## src/rtl/alu_pkg.sv

```systemverilog
// alu_pkg: shared definitions for alu_muldiv_unit.
//   - funct codes of the supported operations
//   - FSM state encoding
//   - op-class decode (single-cycle / iterative / unsupported)
// Optional feature macro: DIVU_EN (when defined, DIVU is an iterative op;
// otherwise it decodes as unsupported).
package alu_pkg;

  localparam logic [5:0] F_AND   = 6'b100100;
  localparam logic [5:0] F_OR    = 6'b100101;
  localparam logic [5:0] F_ADD   = 6'b100000;
  localparam logic [5:0] F_SUB   = 6'b100010;
  localparam logic [5:0] F_SLT   = 6'b101010;
  localparam logic [5:0] F_SLL   = 6'b000000;
  localparam logic [5:0] F_SRL   = 6'b000010;
  localparam logic [5:0] F_MULTU = 6'b011001;
  localparam logic [5:0] F_MFHI  = 6'b010000;
  localparam logic [5:0] F_MFLO  = 6'b010010;
  localparam logic [5:0] F_DIVU  = 6'b011011;

  typedef enum logic [1:0] {
    IDLE = 2'd0,
    MUL  = 2'd1,
    DIV  = 2'd2,
    DONE = 2'd3
  } state_e;

  typedef enum logic [1:0] {
    OPC_SINGLE = 2'd0,
    OPC_ITER   = 2'd1,
    OPC_UNSUP  = 2'd2
  } op_class_e;

  function automatic op_class_e op_class(input logic [5:0] funct);
    op_class_e cls;
    case (funct)
      F_AND, F_OR, F_ADD, F_SUB, F_SLT,
      F_SLL, F_SRL, F_MFHI, F_MFLO:     cls = OPC_SINGLE;
      F_MULTU:                          cls = OPC_ITER;
`ifdef DIVU_EN
      F_DIVU:                           cls = OPC_ITER;
`endif
      default:                          cls = OPC_UNSUP;
    endcase
    return cls;
  endfunction

endpackage

```

## src/rtl/alu_seq_muldiv.sv

```systemverilog
// alu_seq_muldiv: iterative engine, one step per cycle, WIDTH steps.
//   Multiply: unsigned shift-add, {hi_o,lo_o} = a * b after WIDTH steps.
//   Divide (DIVU_EN only): restoring, lo_o = a / b, hi_o = a % b;
//   b == 0 naturally yields lo_o = all ones, hi_o = a.
// Ports:
//   clk, rst_n        clock, async active-low reset
//   start_i           latch operands, clear accumulator and counter
//   div_i             at start: select divide (ignored without DIVU_EN)
//   step_i            perform one iteration this cycle
//   a_i, b_i          operands
//   last_o            the step taken this cycle is the final one
//   hi_o, lo_o        accumulator halves (product / remainder+quotient)
// Optional feature macro: DIVU_EN.
module alu_seq_muldiv #(
  parameter int WIDTH = 32,
  parameter int SHW   = $clog2(WIDTH)
) (
  input  logic             clk,
  input  logic             rst_n,
  input  logic             start_i,
  input  logic             div_i,
  input  logic             step_i,
  input  logic [WIDTH-1:0] a_i,
  input  logic [WIDTH-1:0] b_i,
  output logic             last_o,
  output logic [WIDTH-1:0] hi_o,
  output logic [WIDTH-1:0] lo_o
);

  localparam logic [SHW:0] CNT_LAST = (SHW+1)'(WIDTH-1);

  logic [WIDTH-1:0] opa_q, opa_d;
  logic [WIDTH-1:0] opb_q, opb_d;
  logic [WIDTH-1:0] acc_hi_q, acc_hi_d;
  logic [WIDTH-1:0] acc_lo_q, acc_lo_d;
  logic [SHW:0]     cnt_q, cnt_d;
  logic [WIDTH:0]   mul_sum;

`ifdef DIVU_EN
  logic             div_q, div_d;
  logic [WIDTH:0]   div_shift;
  logic [WIDTH+1:0] div_diff;
`else
  logic             unused_div;
  assign unused_div = div_i;
`endif

  always_comb begin
    opa_d    = opa_q;
    opb_d    = opb_q;
    acc_hi_d = acc_hi_q;
    acc_lo_d = acc_lo_q;
    cnt_d    = cnt_q;
    // Shift-add: add multiplicand into the high half when the current
    // multiplier LSB is set, then shift the whole accumulator right.
    mul_sum  = {1'b0, acc_hi_q} + (opb_q[0] ? {1'b0, opa_q} : '0);
`ifdef DIVU_EN
    div_d     = div_q;
    // Partial remainder (high half) shifted left with the next dividend bit;
    // the extra MSB of div_diff is the borrow of the trial subtraction.
    div_shift = {acc_hi_q, acc_lo_q[WIDTH-1]};
    div_diff  = {1'b0, div_shift} - {2'b00, opb_q};
`endif
    if (start_i) begin
      opa_d    = a_i;
      opb_d    = b_i;
      acc_hi_d = '0;
      acc_lo_d = '0;
      cnt_d    = '0;
`ifdef DIVU_EN
      div_d = div_i;
      if (div_i) acc_lo_d = a_i;
`endif
    end else if (step_i) begin
      cnt_d = cnt_q + (SHW+1)'(1);
`ifdef DIVU_EN
      if (div_q) begin
        acc_hi_d = div_diff[WIDTH+1] ? div_shift[WIDTH-1:0] : div_diff[WIDTH-1:0];
        acc_lo_d = {acc_lo_q[WIDTH-2:0], ~div_diff[WIDTH+1]};
      end else
`endif
      begin
        acc_hi_d = mul_sum[WIDTH:1];
        acc_lo_d = {mul_sum[0], acc_lo_q[WIDTH-1:1]};
        opb_d    = opb_q >> 1;
      end
    end
  end

  always_ff @(posedge clk or negedge rst_n) begin
    if (!rst_n) begin
      opa_q    <= '0;
      opb_q    <= '0;
      acc_hi_q <= '0;
      acc_lo_q <= '0;
      cnt_q    <= '0;
`ifdef DIVU_EN
      div_q    <= 1'b0;
`endif
    end else begin
      opa_q    <= opa_d;
      opb_q    <= opb_d;
      acc_hi_q <= acc_hi_d;
      acc_lo_q <= acc_lo_d;
      cnt_q    <= cnt_d;
`ifdef DIVU_EN
      div_q    <= div_d;
`endif
    end
  end

  assign last_o = step_i && (cnt_q == CNT_LAST);
  assign hi_o   = acc_hi_q;
  assign lo_o   = acc_lo_q;

endmodule

```

## src/rtl/alu_muldiv_unit.sv

```systemverilog
// alu_muldiv_unit: single-issue execute unit with valid/ready handshake.
//   Single-cycle logic/arith/shift ops and MFHI/MFLO produce a registered
//   result one edge after acceptance; MULTU (and DIVU with DIVU_EN) runs
//   WIDTH iterations in alu_seq_muldiv and writes {HI,LO}.
// Ports:
//   clk        clock, rising edge
//   reset      asynchronous active-low reset
//   in_valid   request;  in_ready  unit idle, can accept
//   Signal     6-bit funct code
//   dataA/B    operands (shift amount = dataB[SHW-1:0])
//   out_valid  one-cycle result pulse; Output result; err unsupported funct
//   busy       iterative operation in progress
// Optional feature macro: DIVU_EN.
//
// state | meaning
// IDLE  | ready for a request; single-cycle ops complete from here
// MUL   | multiply iterations running
// DIV   | divide iterations running (DIVU_EN only)
// DONE  | write {HI,LO}, present LO with out_valid, return to IDLE
module alu_muldiv_unit
  import alu_pkg::*;
#(
  parameter int WIDTH = 32,
  parameter int SHW   = $clog2(WIDTH)
) (
  input  logic             clk,
  input  logic             reset,
  input  logic             in_valid,
  output logic             in_ready,
  input  logic [5:0]       Signal,
  input  logic [WIDTH-1:0] dataA,
  input  logic [WIDTH-1:0] dataB,
  output logic             out_valid,
  output logic [WIDTH-1:0] Output,
  output logic             err,
  output logic             busy
);

  state_e           state_q, state_d;
  op_class_e        cls;
  logic             accept;
  logic             eng_start, eng_step, eng_last;
  logic [WIDTH-1:0] eng_hi, eng_lo;
  logic [WIDTH-1:0] alu_res;

  logic [WIDTH-1:0] hi_q, hi_d;
  logic [WIDTH-1:0] lo_q, lo_d;
  logic [WIDTH-1:0] out_q, out_d;
  logic             out_valid_q, out_valid_d;
  logic             err_q, err_d;

  assign cls    = op_class(Signal);
  assign accept = in_valid && in_ready;

  // State register
  always_ff @(posedge clk or negedge reset) begin
    if (!reset) state_q <= IDLE;
    else        state_q <= state_d;
  end

  // Next-state logic
  always_comb begin
    state_d = state_q;
    case (state_q)
      IDLE:     if (eng_start) state_d = (Signal == F_DIVU) ? DIV : MUL;
      MUL, DIV: if (eng_last)  state_d = DONE;
      DONE:     state_d = IDLE;
      default:  state_d = IDLE;
    endcase
  end

  // FSM outputs
  always_comb begin
    in_ready  = (state_q == IDLE);
    busy      = (state_q != IDLE);
    eng_step  = (state_q == MUL) || (state_q == DIV);
    eng_start = accept && (cls == OPC_ITER);
  end

  alu_seq_muldiv #(
    .WIDTH (WIDTH),
    .SHW   (SHW)
  ) u_seq (
    .clk     (clk),
    .rst_n   (reset),
    .start_i (eng_start),
    .div_i   (Signal == F_DIVU),
    .step_i  (eng_step),
    .a_i     (dataA),
    .b_i     (dataB),
    .last_o  (eng_last),
    .hi_o    (eng_hi),
    .lo_o    (eng_lo)
  );

  always_comb begin
    alu_res = '0;
    case (Signal)
      F_AND:  alu_res = dataA & dataB;
      F_OR:   alu_res = dataA | dataB;
      F_ADD:  alu_res = dataA + dataB;
      F_SUB:  alu_res = dataA - dataB;
      F_SLT:  alu_res = {{(WIDTH-1){1'b0}}, ($signed(dataA) < $signed(dataB))};
      F_SLL:  alu_res = dataA << dataB[SHW-1:0];
      F_SRL:  alu_res = dataA >> dataB[SHW-1:0];
      F_MFHI: alu_res = hi_q;
      F_MFLO: alu_res = lo_q;
      default: alu_res = '0;
    endcase
  end

  always_comb begin
    hi_d        = hi_q;
    lo_d        = lo_q;
    out_d       = out_q;
    out_valid_d = 1'b0;
    err_d       = 1'b0;
    if (state_q == DONE) begin
      hi_d        = eng_hi;
      lo_d        = eng_lo;
      out_d       = eng_lo;
      out_valid_d = 1'b1;
    end else if (accept && (cls != OPC_ITER)) begin
      out_valid_d = 1'b1;
      err_d       = (cls == OPC_UNSUP);
      out_d       = (cls == OPC_UNSUP) ? '0 : alu_res;
    end
  end

  always_ff @(posedge clk or negedge reset) begin
    if (!reset) begin
      hi_q        <= '0;
      lo_q        <= '0;
      out_q       <= '0;
      out_valid_q <= 1'b0;
      err_q       <= 1'b0;
    end else begin
      hi_q        <= hi_d;
      lo_q        <= lo_d;
      out_q       <= out_d;
      out_valid_q <= out_valid_d;
      err_q       <= err_d;
    end
  end

  assign out_valid = out_valid_q;
  assign Output    = out_q;
  assign err       = err_q;

endmodule

```

## config.mk

```make
export PLATFORM = sky130hd
export DESIGN_NAME = alu_muldiv_unit
export DESIGN_NICKNAME = d
export VERILOG_FILES = /design/src/rtl/alu_pkg.sv /design/src/rtl/alu_seq_muldiv.sv /design/src/rtl/alu_muldiv_unit.sv
export SDC_FILE = /design/constraint.sdc
export NUM_CORES = 1
export LEC_CHECK = 0
export CORE_MARGIN = 2
export CORE_UTILIZATION = 45
export DETAILED_ROUTE_END_ITERATION = 10
export PLACE_DENSITY = 0.65
export REMOVE_ABC_BUFFERS = 1
export SYNTH_ARGS = -nofsm -noshare
export SYNTH_HDL_FRONTEND = slang
export SYNTH_SLANG_ARGS = --single-unit
```

## constraint.sdc

```tcl
create_clock -name clk -period 2.7 [get_ports clk]
set_input_delay 0.405 -clock clk [delete_from_list [all_inputs] [get_ports clk]]
set_output_delay 0.405 -clock clk [all_outputs]
set_load 0.05 [all_outputs]
```

* Yosys cells after proc, flatten, opt, wreduce, memory -nomap -nowiden
Index checks and enable logic that the tools add are counted.
** Operators by class
- Magnitude comparators :: 1
- Shifts and indexed selects :: 2
- Bitwise logic cells :: 2
- Equality and inequality tests :: 19
- Muxes and demuxes :: 22
- Reduce and logical (&&, ||, !) cells :: 13
- Add/sub/neg operators :: 4
** Operators by type and width (number)
- 32-bit 2-to-1 mux :: 10
- 32-bit one-hot mux with 9 select lines :: 1
- 32-bit by 33-bit adder with 33-bit output :: 1
- 32-bit adder :: 1
- 32-bit AND :: 1
- 32-bit < comparator :: 1
- 32-bit OR :: 1
- 32-bit by 5-bit left shift with 32-bit output :: 1
- 32-bit by 5-bit right shift with 32-bit output :: 1
- 32-bit subtractor :: 1
- 6-bit by 5-bit == test with 1-bit output (second input constant) :: 5
- 6-bit == test (second input constant) :: 5
- 6-bit 2-to-1 mux :: 2
- 9-bit OR reduction :: 1
- 6-bit by 1-bit adder with 6-bit output (second input constant) :: 1
- 2-bit == test (second input constant) :: 3
- 6-bit by 2-bit == test with 1-bit output (second input constant) :: 1
- 6-bit logical NOT :: 1
- 2-bit 2-to-1 mux :: 3
- 2-bit one-hot mux with 3 select lines :: 1
- 2-bit nonzero test :: 3
- 2-bit by 1-bit == test with 1-bit output (second input constant) :: 2
- 1-bit logical AND :: 4
- 1-bit 2-to-1 mux :: 4
- 7 further kinds :: 8
** Storage, ports and cells
- Output and inout port bits :: 36
- Flip-flop bits (word level) :: 234
- Input bits :: 73

* Logic depth before layout (Yosys ltp)
Gate-level depths: netlist of the first run.
- Depth after elaboration :: 7
- Gate-level depth with buffers :: 15
- Mapped depth without buffers :: 14

* Cells and area by module
From an unflattened synthesis of the first run, not the netlist that was laid out.
** Second synthesis, totals
- Cells, all modules :: 2230
- Area, all modules :: 19548.7 um^2
** Modules (own cells, without submodules)
- alu_muldiv_unit :: times used 1, area each 12246.7 um^2, seq. area each 2502.4 um^2, cells an instance 1520
- alu_seq_muldiv :: times used 1, area each 7302.0 um^2, seq. area each 3353.2 um^2, cells an instance 710

* Worst setup path before layout of the first run
OpenSTA, ideal clock, no wires.
- Kind :: input-to-reg
- From :: input dataB[2]
- To :: register out_q[29] (netlist: Output[29])
- Arrival time :: 3.670 ns
- Setup time :: 0.126 ns
- Slack :: -1.096 ns
- Stages on the path :: 14
- Cell sequence :: inv_2 > buf_1 > buf_1 > ha_1 > inv_1 > o221ai_1 > a311oi_2 > a21oi_2 > o31ai_2 > a31oi_1 > a221oi_2 > mux2i_1 > a31oi_1 > a221o_1
** Between the ends
- Word-level cells in the longest chain between the ends :: 5
- Elaborated cells between the ends (all ways) :: 8
- Classes of those cells :: add/sub: 2; shift: 2; mux: 4
** Ends and longest elaborated chain
- from (decl) :: line alu_muldiv_unit.sv:32 : input logic [WIDTH-1:0] dataB,
- 32-bit subtractor, or another cell as far along :: line alu_muldiv_unit.sv:102 : F_SUB: alu_res = dataA - dataB;
- 32-bit one-hot mux with 9 select lines * :: line alu_muldiv_unit.sv:98 : case (Signal)
- 32-bit 2-to-1 mux * :: line alu_muldiv_unit.sv:126 : out_d = (cls == OPC_UNSUP) ? '0 : alu_res;
- 32-bit 2-to-1 mux * :: line alu_muldiv_unit.sv:123 : end else if (accept && (cls != OPC_ITER)) begin
- 32-bit 2-to-1 mux * :: line alu_muldiv_unit.sv:118 : if (state_q == DONE) begin
- to (signal assigned) :: line alu_muldiv_unit.sv:140 : out_q <= out_d;
- to (decl) :: line alu_muldiv_unit.sv:48 : logic [WIDTH-1:0] out_q, out_d;
Mark *: on every way between the ends. The rest lies on a longest branch, timed or not. The select of a mux whose other input is x is not followed.
A chain may end at the register's enable or synchronous reset.

* Worst setup path in the final report of the first run
- From :: register u_seq.opb_q[0]
- To :: register u_seq.acc_hi_q[30] (netlist: u_seq.hi_o[30])
** Between the ends
- Word-level cells in the longest chain between the ends :: 4
** Ends and longest elaborated chain
- from (decl) :: line alu_seq_muldiv.sv:33 : logic [WIDTH-1:0] opb_q, opb_d;
- from (signal assigned) :: line alu_seq_muldiv.sv:102 : opb_q <= opb_d;
- 32-bit 2-to-1 mux :: line alu_seq_muldiv.sv:56 : mul_sum = {1'b0, acc_hi_q} + (opb_q[0] ? {1'b0, opa_q} : '0);
- 32-bit by 33-bit adder with 33-bit output :: line alu_seq_muldiv.sv:56
- 32-bit 2-to-1 mux :: line alu_seq_muldiv.sv:74 : end else if (step_i) begin
- 32-bit 2-to-1 mux :: line alu_seq_muldiv.sv:64 : if (start_i) begin
- to (signal assigned) :: line alu_seq_muldiv.sv:103 : acc_hi_q <= acc_hi_d;
- to (decl) :: line alu_seq_muldiv.sv:34 : logic [WIDTH-1:0] acc_hi_q, acc_hi_d;
Every way passes these cells. The select of a mux whose other input is x is not followed.

==> run summary, run 1 <==
Outcome: finished, violations left
Violated checks: negative setup slack
Net switching power: 0.00969 W
PD cells: 800 nW/um^2
Vias in the first global route: 21200
Final WS setup: -258 ps
Post-synthesis cell type count: 88
DRT Pass-1 Iters: 7
Die height: 211 um
Worst skew pair latency: 610 ps
Area of the mapped netlist: 19300 sq um
Area post-placement: 25500 sq um
Hpwl dp: 66800 um
Area Growth Syn to Fin: 49.1%
Total congestion overflow: 0
Inserted Diodes: 0
Max Cap Violations: 0
Dpl cells: 3392
Root buffer cell: clkbuf_16
Total Die Area: 44600 sq um
Net Sw Frac: 42.0%
Pre-CTS WS: -1420 ps
Count of input and output buffers: 108
Layout cells sized above 1: 37.5%
Pleak: 13.3 nW
Clock Skew: 21.2 ps
Clock power frac: 19.2%
Post-synth top flop: dfrtp_1
Final Hold Fails: 0
Worst hold slack: 154 ps
TritonCTS clock tree: yes
Relative slew slack: 41.9%
Cell Int Power: 0.0134 W
Largest fanout on the critical path: 10
CP Launch Type: register
Fin cells: 3508
Crit end category: register
Drc violations: 0
Cell row count: 75
Setup Crit Path Kind: register to register
EDFF count, synth: 0
Ys async rst share: 100%
Number of antenna violations at the first check in global routing: 2
Most common cell after layout, fill and taps aside: buf_4
Core area: 42100 sq um
Worst path required time: 3170 ps
Routed len/inst: 25.7 um
Fmax achieved: 0.338 GHz
Synth warn: 0
Fillers: 3291
NumNets Final: 3163
DR iter-0 viols: 2492
Setup violators final: 24
Sequential cell area: 5860 sq um
Slew Viols, Final: 0
Die W: 211 um
Clock Path Buffers: 3
Syn Area/Cell: 8.49 sq um
Total GRT Usage: 39.0%
Crit path DAT: 3430 ps
Register share of total power: 27.4%
GPL Wtd Cong: 0.991
Final period util: 110%
Design Power: 0.0230 W
Vias/cell: 6.15
Pin count of the biggest net entering global routing: 92
Final WL: 90100 um
Number of synthesized register bits: 234
Area of the multi-input gates: 14000 sq um
Clock slew at reported path FFs: 60 ps
Register area share after synthesis: 30.3%
Finished Cell Area: 28800 sq um
Cts bufs inserted: 28
Min-delay worst type: primary input to register
Post-Synthesis Cells: 2277
Via count: 21600
Tightest Pin Transition: 863 ps
Clk sinks: 234
Combinational Power Share: 53.4%
Initial Utilization: 45.9%
Commonest cells after routing, fill and taps aside: 625 x buf_4, 255 x nor2_1, 233 x dfrtp_1
Post-layout min period: 2960 ps
Peak supply drop: 0.874 mV
RSZ-0062 raised after global routing: yes
First-pass GRT wire length: 130000 um
# IOs: 109
Antenna Nets Post-Route: 0
Max H-tree Level: 1
[what timing repair did]
action / 4_1_cts / 5_1_grt
gates cloned: 1 / 1
resized for setup: 339 / 163
setup endpoints to repair: 51 / 44
hold buffers: 1 / 0
setup buffers: 40 / 28
endpoints found under the hold margin: 51 / 0
pin swaps: 129 / 105
[synthesized netlist by cell type, drive strengths merged, types with 25 or more instances]
library cell	n	area share (%)
inv	130	2.5
ha	139	9.0
o21ai	174	4.6
nand3	27	0.70
a221oi	32	1.6
and2	44	1.4
a21o	28	1.1
nor2	270	5.2
mux2i	154	8.0
buf	43	0.95
xnor2	27	1.2
mux4	25	2.9
mux2	48	2.8
a211oi	31	1.2
nor3	30	0.80
a21oi	181	4.7
a221o	25	1.3
nand2	177	3.4
clkbuf	109	2.1
dfrtp	234	30
[flip-flops by register name, summed over array words and instances (netlist names)]
name	count
u_seq.lo_o	32
u_seq.hi_o	32
out_valid	1
u_seq.opb_q	32
u_seq.cnt_q	6
Output	32
err	1
hi_q	32
u_seq.opa_q	32
state_q	2
lo_q	32
[power by group through the flow]
stage / Combinational (W) / Sequential, W / Clock, W
CTS: 0.0115 / 0.00623 / 0.00448
detailed placement: 0.0107 / 0.00621 / 0
global route: 0.0131 / 0.00641 / 0.00459
finish: 0.0123 / 0.00632 / 0.00443
floorplan: 0.00569 / 0.00644 / 0
global placement: 0.0105 / 0.00618 / 0
[worst max-delay path, cell delays in order (launching register included)]
cell	delay (ps)
dfrtp_2	450
buf_6	140
buf_12	120
and2_4	140
ha_4	240
a21o_1	210
a21o_1	180
a21o_1	190
a31o_1	210
a22oi_2	280
a21oi_2	110
a21o_1	180
a21oi_2	130
xor2_1	170
a21oi_1	90
[path summary, 6_finish.rpt]
| check | from | to | slack [ps] | cells after the start |
|---|---|---|---|---|
| max in group asynchronous | reset | u_seq.opb_q[0] | 1550 | 3 |
| max reg2reg | u_seq.opb_q[0] | u_seq.hi_o[30] | -260 | 14 |
| min | dataB[8] | u_seq.opb_q[8] | 150 | 4 |
| min in group asynchronous | reset | Output[25] | 320 | 2 |
| min reg2reg | u_seq.opa_q[20] | u_seq.opa_q[20] | 480 | 2 |
| max | u_seq.opb_q[0] | u_seq.hi_o[30] | -260 | 14 |
[metal layers]
| metal | global-route usage, % | wire, um |
|---|---|---|
| met1 | 53.3 | 37800 |
| met2 | 60.4 | 39500 |
| met3 | 8.95 | 8630 |
| met4 | 14.0 | 4210 |
| met5 | 0 | 16 |
[cell type report]
type | count | area share (%)
Timing Repair Buffer | 793 | 23.1
Sequential cell | 234 | 20.3
Tap cell | 539 | 2.34
Clock inverter | 15 | 0.990
Inverter | 130 | 1.79
Multi-Input combinational cell | 1761 | 48.7
Clock buffer | 36 | 2.74
[stage by stage]
stage	TNS [ps]	util, %
6_report	-2310	68.4
5_1_grt	-4900	68.4
4_1_cts	-893	66.3
3_5_place_dp	-37500	60.5
3_3_place_gp	-36220	60.5
2_1_floorplan	-256880	-
[kinds of logic (layout without fill, tap and decap cells)]
kind of cell             after synthesis  after routing  synth area share (%)
AO/OA/AOI/OAI                        706            706                  24.3
XOR/XNOR                              38             38                  1.72
adder cells (fa/ha/maj)              142            142                  9.31
buffers and inverters                282            974                  5.59
flip-flops                           234            234                  30.3
multiplexers                         227            227                  13.7
AND/OR/NAND/NOR                      648            648                  15.1
No activity file was read; power rests on OpenSTA's default activity.
==> run 2, diff against run 1 <==
--- a/config.mk
+++ b/config.mk
@@ -5,11 +5,12 @@
 export SDC_FILE = /design/constraint.sdc
 export NUM_CORES = 1
 export LEC_CHECK = 0
-export CORE_MARGIN = 2
+export CORE_MARGIN = 8
 export CORE_UTILIZATION = 45
 export DETAILED_ROUTE_END_ITERATION = 10
 export PLACE_DENSITY = 0.65
 export REMOVE_ABC_BUFFERS = 1
 export SYNTH_ARGS = -nofsm -noshare
 export SYNTH_HDL_FRONTEND = slang
+export SYNTH_HIERARCHICAL = 1
 export SYNTH_SLANG_ARGS = --single-unit
==> run summary, run 2 <==
Net Sw Frac: 44.5% (+2.4 points)
Count of input and output buffers: 108 (unchanged)
Post-layout min period: 2890 ps (-63.8 ps)
Crit path DAT: 3370 ps (-60 ps)
Vias/cell: 6.20 (+0.86%)
Min-delay worst type: primary input to register
Core area: 43000 sq um (+2.0%)
Combinational Power Share: 54.3% (+0.9 points)
Register area share after synthesis: 30.0% (-0.35 points)
DRT Pass-1 Iters: 8 (+1)
DR iter-0 viols: 2555 (+2.5%)
Area of the mapped netlist: 19500 sq um (+1.2%)
Drc violations: 0 (unchanged)
TritonCTS clock tree: yes
Final WL: 94900 um (+5.3%)
Worst skew pair latency: 580 ps (-30 ps)
Final WS setup: -194 ps (+63.8 ps)
Post-Synthesis Cells: 2230 (-2.1%)
Final Util: 66.6% (-1.8 points)
Area Growth Syn to Fin: 46.3%
Top-area cell type share of the netlist area: 30.0% (-0.35 points)
Initial Utilization: 45.5% (-0.39 points)
Syn Area/Cell: 8.77 sq um (+3.3%)
Vias in the first global route: 21000 (-0.80%)
RSZ-0062 raised after global routing: yes
Pin count of the biggest net entering global routing: 75 (-18%)
Max Cap Violations: 0 (unchanged)
Worst hold slack: 228 ps (+73.6 ps)
Peak supply drop: 0.824 mV (-5.8%)
Post-synth top cells: 234 x dfrtp_1, 229 x nor2_1, 173 x nand2_1
Die W: 224 um (+6.2%)
Total GRT Usage: 35.7% (-3.3 points)
# IOs: 109 (unchanged)
Finished Cell Area: 28600 sq um (-0.71%)
Total congestion overflow: 0 (unchanged)
Outcome: finished, violations left
Layout cells sized above 1: 39.1% (+1.5 points)
Fillers: 3439 (+4.5%)
EDFF count, synth: 0 (unchanged)
Antenna Nets Post-Route: 0 (unchanged)
Root buffer cell: clkbuf_16
Crit end category: register
Pleak: 13.3 nW (-0.31%)
Setup Crit Path Kind: register to register
Largest cells by area after synthesis: dfrtp_1 30%, ha_1 8.7%, mux2i_1 5.7%, mux4_2 5.4%, mux2_2 4.6%
GPL Wtd Cong: 1.04 (+4.6%)
Final period util: 107% (-2.4 points)
Cts bufs inserted: 26 (-7.1%)
Most common cell after layout, fill and taps aside: buf_4
Die height: 224 um (+6.2%)
Final Hold Fails: 0 (unchanged)
Largest fanout on the critical path: 16 (+6)
Relative slew slack: 46.1% (+4.2 points)
Number of synthesized register bits: 234 (unchanged)
Post-synth top flop: dfrtp_1
Synth warn: 6 (+6)
Via count: 21600 (+0.14%)
Largest area contributor in the netlist: dfrtp_1
Clock Path Buffers: 3 (unchanged)
Area post-placement: 25500 sq um (+0.12%)
Clk sinks: 234 (unchanged)
Most common cell in the netlist: dfrtp_1
Ys async rst share: 100% (unchanged)
Violated checks: negative setup slack
Post-synthesis cell type count: 92 (+4.5%)
Number of antenna violations at the first check in global routing: 4 (+2)
Cell row count: 76 (+1.3%)
CP Launch Type: register
Total Die Area: 50400 sq um (+13%)
Register share of total power: 29.6% (+2.2 points)
Setup violators final: 17 (-29%)
Net switching power: 0.00995 W (+2.7%)
Slew Viols, Final: 0 (unchanged)
Setup TNS: -1470 ps (+846 ps)
Tightest Pin Transition: 806 ps (-57.0 ps)
Commonest cells after routing, fill and taps aside: 599 x buf_4, 234 x dfrtp_1, 219 x nor2_1
Hpwl dp: 72700 um (+8.8%)
NumNets Final: 3087 (-2.4%)
Clock Skew: 35.2 ps (+14.0 ps)
Routed len/inst: 27.2 um (+6.0%)
First-pass GRT wire length: 136000 um (+4.4%)
Clock power frac: 16.0% (-3.2 points)
PD cells: 782 nW/um^2 (-2.3%)
Design Power: 0.0224 W (-3.0%)
Fmax achieved: 0.346 GHz (+2.2%)
Cell Int Power: 0.0124 W (-7.1%)
Clock slew at reported path FFs: 60 ps (about the same)
Worst path required time: 3170 ps (about the same)
Max H-tree Level: 1 (unchanged)
[run 2: layer usage]
metal,track usage (%),share of wire [%]
met5,0,0
met3,7.97,10
met2,55.0,44
met4,8.95,3.2
met1,50.3,43
[run 2: worst max-delay path: stages (launching register included)]
cell and delay, ps:
dfrtp_1 400, buf_6 170, and2_1 150, ha_1 310
buf_4 180, a21oi_1 240, o21ai_1 160, a21oi_1 260
o311ai_4 150, a21oi_2 200, buf_4 150, o21ai_2 60
xor2_1 170, a22o_1 190
[run 2: area by class of cell]
cell class | count | area (sq um) | share of cell area (%)
Multi-Input combinational cell | 1715 | 14200 | 49.5
Timing Repair Buffer | 769 | 6490 | 22.7
Sequential cell | 234 | 5860 | 20.5
Clock buffer | 39 | 790 | 2.76
Tap cell | 585 | 732 | 2.56
Inverter | 129 | 507 | 1.77
Clock inverter | 9 | 76.3 | 0.267
Antenna cell | 3 | 7.51 | 0.0262
[run 2: what timing repair did]
item	4_1_cts	5_1_grt
cloned	0	2
hold buffers	1	0
hold endpoints to repair	68	0
pin swaps	79	88
setup buffers	26	30
endpoints found under the setup margin	46	50
gates resized for setup	287	227
[run 2: kinds of logic after synthesis]
| group | after synthesis | share of synthesized area (%) |
|---|---|---|
| compound gates | 681 | 23.4 |
| simple gates | 619 | 14.5 |
| fa+ha+maj | 139 | 9.01 |
| flops | 234 | 30.0 |
| mux | 238 | 15.7 |
| xor+xnor | 38 | 1.70 |
| buf+inv | 281 | 5.79 |
[run 2: worst paths after layout]
check	startpoint	to	slack [ps]	cells after the start
setup / recovery	u_seq/opb_q[0]	u_seq/hi_o[25]	-190	13
hold / removal	dataA[20]	u_seq/opa_q[20]	230	2
setup reg to reg	u_seq/opb_q[0]	u_seq/hi_o[25]	-190	13
hold reg to reg	u_seq/opa_q[16]	u_seq/opa_q[16]	500	1
max in group asynchronous	reset	Output[11]	1420	3
min in group asynchronous	reset	u_seq/opa_q[13]	440	2
[run 2: metrics by stage]
step           instances  setup slack, ps
5_1_grt             3481             -258
3_5_place_dp        3375            -1340
2_1_floorplan       2078           -12490
3_3_place_gp        3375            -1290
4_1_cts             3448             -163
6_report            3483             -194
[run 2: power by group through the flow]
stage               combinational (W)  sequential [W]  clock (W)
floorplan                     0.00539         0.00657          0
global placement               0.0105         0.00643          0
detailed placement             0.0108         0.00649          0
CTS                            0.0114         0.00649    0.00362
global route                   0.0129         0.00674    0.00376
finish                         0.0122         0.00663    0.00359
